<file path="src/rtl/char_tx_buffer.sv">
// char_tx_buffer: byte FIFO that replays its contents as char/strobe pulses.
// Each byte is held on char with strobe high for STROBE_CYCLES, followed by
// GAP_CYCLES of strobe low and one IDLE cycle, so the sink sees exactly one
// rising strobe per byte.
module char_tx_buffer #(
    parameter int DEPTH         = 16,
    parameter int STROBE_CYCLES = 2,
    parameter int GAP_CYCLES    = 2
) (
    input  logic                     clk,
    input  logic                     reset,
    input  logic                     wr_en,
    input  logic [7:0]               wr_data,
    output logic                     wr_ready,
    output logic [$clog2(DEPTH):0]   level,
    output logic                     overflow,
    input  logic                     clr_overflow,
    output logic [7:0]               char,
    output logic                     strobe,
    output logic                     busy
);
    localparam int AW    = $clog2(DEPTH);
    localparam int CMAX  = (STROBE_CYCLES > GAP_CYCLES) ? STROBE_CYCLES : GAP_CYCLES;
    localparam int CNT_W = (CMAX > 1) ? $clog2(CMAX) : 1;

    typedef enum logic [1:0] {IDLE, STROBE, GAP} state_t;

    logic [7:0]       mem [DEPTH];
    logic [AW-1:0]    wptr, rptr;
    logic [AW:0]      level_q;
    logic             overflow_q;
    state_t           state_q, state_d;
    logic [CNT_W-1:0] cnt_q, cnt_d;
    logic [7:0]       char_q, char_d;
    logic             strobe_q, strobe_d;
    logic             push, drop, pop;

    // wr_ready comes straight from the occupancy register, so a write on the
    // same edge as a pop from a full FIFO is still rejected.
    assign wr_ready = (level_q != (AW+1)'(DEPTH));
    assign push     = wr_en && wr_ready;
    assign drop     = wr_en && !wr_ready;
    assign level    = level_q;
    assign overflow = overflow_q;
    assign char     = char_q;
    assign strobe   = strobe_q;
    assign busy     = (state_q != IDLE) || (level_q != '0);

    // FIFO storage; contents need no reset since level gates every read.
    always_ff @(posedge clk) begin
        if (push) mem[wptr] <= wr_data;
    end

    // FIFO pointers and occupancy; pointers wrap naturally at DEPTH (power of 2).
    always_ff @(posedge clk or posedge reset) begin
        if (reset) begin
            wptr    <= '0;
            rptr    <= '0;
            level_q <= '0;
        end else begin
            if (push) wptr <= wptr + 1'b1;
            if (pop)  rptr <= rptr + 1'b1;
            case ({push, pop})
                2'b10:   level_q <= level_q + 1'b1;
                2'b01:   level_q <= level_q - 1'b1;
                default: level_q <= level_q;
            endcase
        end
    end

    // Sticky overflow flag; a dropped write beats a same-cycle clear.
    always_ff @(posedge clk or posedge reset) begin
        if (reset)             overflow_q <= 1'b0;
        else if (drop)         overflow_q <= 1'b1;
        else if (clr_overflow) overflow_q <= 1'b0;
    end

    // Pulse FSM state register, including the registered char/strobe outputs.
    always_ff @(posedge clk or posedge reset) begin
        if (reset) begin
            state_q  <= IDLE;
            cnt_q    <= '0;
            char_q   <= 8'h00;
            strobe_q <= 1'b0;
        end else begin
            state_q  <= state_d;
            cnt_q    <= cnt_d;
            char_q   <= char_d;
            strobe_q <= strobe_d;
        end
    end

    // Pulse FSM next state: pop on IDLE, hold strobe, then hold the gap.
    always_comb begin
        state_d  = state_q;
        cnt_d    = cnt_q;
        char_d   = char_q;
        strobe_d = strobe_q;
        pop      = 1'b0;
        case (state_q)
            IDLE: begin
                if (level_q != '0) begin
                    pop      = 1'b1;
                    char_d   = mem[rptr];
                    strobe_d = 1'b1;
                    cnt_d    = CNT_W'(STROBE_CYCLES - 1);
                    state_d  = STROBE;
                end
            end
            STROBE: begin
                if (cnt_q == '0) begin
                    strobe_d = 1'b0;
                    cnt_d    = CNT_W'(GAP_CYCLES - 1);
                    state_d  = GAP;
                end else begin
                    cnt_d = cnt_q - 1'b1;
                end
            end
            GAP: begin
                if (cnt_q == '0) state_d = IDLE;
                else             cnt_d   = cnt_q - 1'b1;
            end
            default: begin
                state_d  = IDLE;
                strobe_d = 1'b0;
            end
        endcase
    end
endmodule

</file>
<file path="config.mk">
export PLATFORM = sky130hd
export DESIGN_NAME = char_tx_buffer
export DESIGN_NICKNAME = d
export VERILOG_FILES = /design/src/rtl/char_tx_buffer.sv
export SDC_FILE = /design/constraint.sdc
export NUM_CORES = 1
export LEC_CHECK = 0
export ABC_AREA = 1
export CAP_MARGIN = 30
export CORE_MARGIN = 2
export CORE_UTILIZATION = 36
export CTS_CLUSTER_DIAMETER = 150
export CTS_CLUSTER_SIZE = 40
export DETAILED_ROUTE_END_ITERATION = 10
export GPL_TIMING_DRIVEN = 0
export HOLD_SLACK_MARGIN = 0.03
export PLACE_DENSITY = 0.63
export SETUP_SLACK_MARGIN = 0.15
export SLEW_MARGIN = 20
export SYNTH_ARGS = -nofsm -noshare
export SYNTH_HDL_FRONTEND = slang
export SYNTH_SLANG_ARGS = --single-unit
</file>
<file path="constraint.sdc">
create_clock -name clk -period 4.4 [get_ports clk]
set_input_delay 1.1 -clock clk [delete_from_list [all_inputs] [get_ports clk]]
set_output_delay 1.1 -clock clk [all_outputs]
set_load 0.02 [all_outputs]
</file>
Yosys cells after proc, flatten, opt, wreduce, memory -nomap -nowiden
Memory sizes are Yosys's and may differ from the RTL's. A register that Yosys moved wholly into a read port is not among the register bits.
Index checks and enable logic that the tools add are counted.

storage, ports and cells
  memories = 1
  bits in writable memories = 128
  register bits after elaboration = 18
  logic and storage cells = 53

memory list
  name  depth  bits a word  rd ports  clocked after Yosys merged registers in  write ports  RTL line  text
  mem   16     8            1         1                                        1            28        logic [7:0] mem [DEPTH];

operators by class
  mux-type cells = 17
  reduce and logical (&&, ||, !) cells = 14
  add/sub/neg operators = 5
  equality and inequality tests = 8
  bitwise logic cells = 1

operators by type and width
  operator                                                                count
  1-bit 2-to-1 mux                                                        10
  5-bit case mux with 2 select lines                                      1
  4-bit by 1-bit adder with 4-bit output (second input constant)          2
  2-bit 2-to-1 mux                                                        3
  2-bit != test (second input constant)                                   3
  1-bit case mux with 3 select lines                                      2
  2-bit case mux with 3 select lines                                      1
  3-bit AND reduction                                                     2
  2-bit nonzero test                                                      3
  5-bit by 1-bit adder with 5-bit output (second input constant)          1
  5-bit != test (second input constant)                                   1
  5-bit nonzero test                                                      1
  5-bit by 1-bit subtractor with 5-bit output (second input constant)     1
  2-bit by 1-bit equality test with 1-bit output (second input constant)  2
  2-bit equality test (second input constant)                             2
  2-bit AND reduction                                                     2
  3-bit nonzero test                                                      1
  1-bit logical AND                                                       2
  2-bit zero test                                                         1
  1-bit zero test                                                         1
  1-bit logical OR                                                        1
  1-bit inverter                                                          1
  1-bit subtractor (second input constant)                                1

Logic depth before layout (Yosys ltp)
  word-level depth = 5
  depth in mapped cells = 17
  gate-level depth less buffers = 16

Worst setup path before layout
No wires, ideal clock.

  path kind = input -> register
  start point = input port wr_en
  end point = register level_q[4], in the netlist level[4]
  arrival time = 2.501 ns
  buffers on the path = 1
  setup slack = 1.833 ns
  required time = 4.335 ns
  stages on the path = 12
  cells stage by stage = nand2_2 buf_2 ha_1 xor2_1 ha_1 inv_1 nand2_1 nand3_1 nand2_1 xor2_1 nand2_1 nand2_1

between the ends
  longest elaborated chain between the ends = 3
  elaborated cells on any way between the ends = 5
  those cells by class = 2 x eq/ne; 1 x mux; 2 x reduce/logical

RTL lines
  what                                                                                   RTL line  text
  from (decl)                                                                            12        input logic wr_en,
  1-bit logical AND (*)                                                                  41        assign push = wr_en && wr_ready;
  2-bit by 1-bit equality test with 1-bit output or 2-bit equality test (tied branches)  63        case ({push, pop})
  5-bit case mux with 2 select lines or 2-bit nonzero test (tied branches)               --
  to (signal assigned)                                                                   64        2'b10: level_q <= level_q + 1'b1;
  to (signal assigned)                                                                   65        2'b01: level_q <= level_q - 1'b1;
  to (signal assigned)                                                                   66        default: level_q <= level_q;
  to (decl)                                                                              30        logic [AW:0] level_q;

Every way passes the cells marked *; elsewhere a longest branch is shown, timed or not.
A chain may end at the register's enable or synchronous reset.

Worst setup path in the final report
Ends and elaborated chain as after synthesis.

==> metrics.cfg <==
[detailed_routing]
post-route-drc-count=0
drt-pass1-iter-count=4
number_of_drc_markers_in_iteration_0=403
post_drt_wl_per_cell_microns=16.1
num_vias=4709
avgViaCountPerCell=4.74
drtAntennaViolNets=0
totalWireLength_microns=16000

[timing]
slew_headroom=0.463
finalSetupViolations=0
timing.final.max_slew_violations=0
rsz_0062_raised_after_global_routing=false
fin_crit_ps=3020
hold_viol=0
maxClockFrequency_mhz=331
holdWs_ps=483
setup-tns-final_ps=0
period_share=0.687
timing.clock.skew_ps=9.57
tightestPinTransition_ps=803

[layout]
layout_commonest_cell=sky130_fd_sc_hd__nand2_1
num-nets-final=767
antenna_cells_inserted=0
area.growth.synth_to_final_pct=18.3
layout.filler_cells=1763
mostFrequentLayoutCells=sky130_fd_sc_hd__nand2_1 (221), sky130_fd_sc_hd__edfxtp_1 (128), sky130_fd_sc_hd__inv_1 (120)
layout-drive-gt1-share=0.0935

[synthesis]
yosysWarningCount=0
synth_async_sr_flop_share=0.169
synth_seq_cells=154
synth.yosys.seq_area_share=0.651
postSynth.topFlopCell=sky130_fd_sc_hd__edfxtp_1
post_synth_instance_area_sq_mm=0.00690
mappedNetlistNets=711
number_of_synthesized_flops_with_an_enable_pin=128
syn_avg_cell_area_sq_um=10.0
synth.distinct_cells=23
post_synth_inst_count=690

[critical_path]
reg2reg_setup_slack_ps=1640
endpoint_of_the_most_critical_setup_path=level[4]
worstSetupStartpoint=wr_en
crit_path_top_delay_cell=sky130_fd_sc_hd__clkdlybuf4s50_1
criticalPathCategory=in2reg
path_cells=clkdlybuf4s50_1 -> nand2_2 -> buf_2 -> ha_1 -> xor2_1 -> ha_1 -> inv_1 -> nand2_1 -> nand3_1 -> nand2_1 -> xor2_1 -> nand2_1 -> nand2_1
worst-endpoint-arrival_ps=3390
timing.rr.end=level[4]
worst_r2r_startpoint=level[0]
rr_worst_depth=16
crit_path_max_incr_delay_ps=430
crit_path_frequent_cell=sky130_fd_sc_hd__nand2_1
crit_path_end_kind=register
worst-endpoint-required_ps=4770
start_kind=primary input
path_max_fanout=11

[clock_tree]
tritoncts=yes
clkSinkCount=154
clock_buffers_created_by_tritoncts=17
cts.repair.resized=0
cts_hold_buffers=0
cts_htree_levels=4
worst_skew_pair.late_latency_ps=430
worst_setup_hold_path_clk_slew_ps=70
cell_at_the_root_of_the_clock_tree=sky130_fd_sc_hd__clkbuf_16
post_cts_setup_driven_buffer_insertion_count=0
clk_path_buf_depth=2

[floorplanning]
core_area_sq_mm=0.0188
design.portCount=29
initial_core_util=0.368
die_w_microns=142
dieHeight_microns=142
floorplan.rows=50
dieArea_sq_mm=0.0203

[status]
status=finished clean

[global_routing]
grt_max_degree=17
overall_overflow_remaining_after_global_route=0
grt_pass1_wl_microns=25100
antenna_found_initial=0
grt_pass1_vias=4602
grt_use_total=0.169

[power_and_ir_drop]
total_leakage_power_nw=3.60
power.density_cell_area_mw_per_mm2=683
max-vdd-ir-drop_mv=0.342

[placed_design]
detailed_place_hpwl_microns=10800
routabilityCongestion=0.895
quantity_of_i_o_buffers_inserted_on_ports=28

[min_path]
timing.hold.worst.class=reg2reg

[flow_run]
max-cap-violations=0

[cells by family after synthesis]
group,share of synthesized area
AND/OR/NAND/NOR,0.213
flip-flops,0.651
buffers and inverters,0.0953
AO/OA/AOI/OAI,0.0112
XOR/XNOR,0.0127
adder cells (fa/ha/maj),0.0163
[cell usage after synthesis (2+ instances only)]
library cell / instances / area share
sky130_fd_sc_hd__a21oi_1: 2 / 0.0015
sky130_fd_sc_hd__buf_2: 10 / 0.0073
sky130_fd_sc_hd__buf_4: 10 / 0.011
sky130_fd_sc_hd__buf_6: 5 / 0.0082
sky130_fd_sc_hd__clkbuf_1: 2 / 0.0011
sky130_fd_sc_hd__clkinv_1: 2 / 0.0011
sky130_fd_sc_hd__dfrtp_1: 26 / 0.094
sky130_fd_sc_hd__edfxtp_1: 128 / 0.56
sky130_fd_sc_hd__ha_1: 9 / 0.016
sky130_fd_sc_hd__inv_1: 120 / 0.065
sky130_fd_sc_hd__inv_2: 2 / 0.0011
sky130_fd_sc_hd__nand2_1: 221 / 0.12
sky130_fd_sc_hd__nand2_2: 2 / 0.0018
sky130_fd_sc_hd__nand3_1: 108 / 0.078
sky130_fd_sc_hd__nor2_1: 8 / 0.0044
sky130_fd_sc_hd__nor3_1: 12 / 0.0087
sky130_fd_sc_hd__o21ai_0: 9 / 0.0065
sky130_fd_sc_hd__xor2_1: 9 / 0.011
[registers in the layout, indices dropped and copies added (netlist names)]
register and cells:
mem 128, cnt_q 1, char 8, overflow 1, strobe 1, wptr 4
rptr 4, level 5, state_q 2
[worst min path at each step]
stage                          start         end  slack, ps  cells after the start
after global placement       char[6]     char[6]        470                      2
after global routing         char[4]     char[4]        510                      2
after floorplan           state_q[1]  state_q[0]        470                      1
final                        char[4]     char[4]        480                      2
after detailed placement     char[6]     char[6]        470                      2
after CTS                    char[6]     char[6]        480                      2
[per-stage QoR]
step / total power, mW / cells / setup slack [ps] / cell area [sq um] / util
floorplan: 3.36 / 690 / 1830 / 6900 / -
global placement: 4.04 / 952 / 951 / 7480 / 0.398
detailed placement: 4.09 / 961 / 966 / 7570 / 0.403
CTS: 5.59 / 993 / 1400 / 8170 / 0.435
global route: 5.91 / 993 / 1160 / 8170 / 0.435
finish: 5.57 / 993 / 1380 / 8170 / 0.435
[area by class of cell]
type	count	area (sq um)	share of cell area
Timing Repair Buffer	37	348	0.0426
Inverter	124	465	0.0570
Clock inverter	14	170	0.0208
Tap cell	234	293	0.0358
Clock buffer	18	429	0.0525
Buffer	28	193	0.0236
Sequential cell	154	4490	0.550
Multi-Input combinational cell	384	1780	0.217
[power breakdown]
group          internal, mW  switching, mW  total [mW]
clock                 0.894          0.601        1.50
sequential             1.82          0.122        1.94
combinational         0.729           1.41        2.14
total                  3.44           2.13        5.57
[critical path, delay by kind of cell]
| family | cells | cell delay (ps) |
|---|---|---|
| xor+xnor | 2 | 370 |
| fa+ha+maj | 2 | 520 |
| buf+inv | 3 | 830 |
| simple gates | 6 | 570 |
[metal layers]
layer  track usage  vias up  share of wire
met4        0.0657        0          0.017
met3        0.0390       20          0.063
li1              -     2325              -
met2         0.268      151           0.47
met1         0.226     2213           0.45
met5             0        -              0
(Power assumes the default switching activity.)
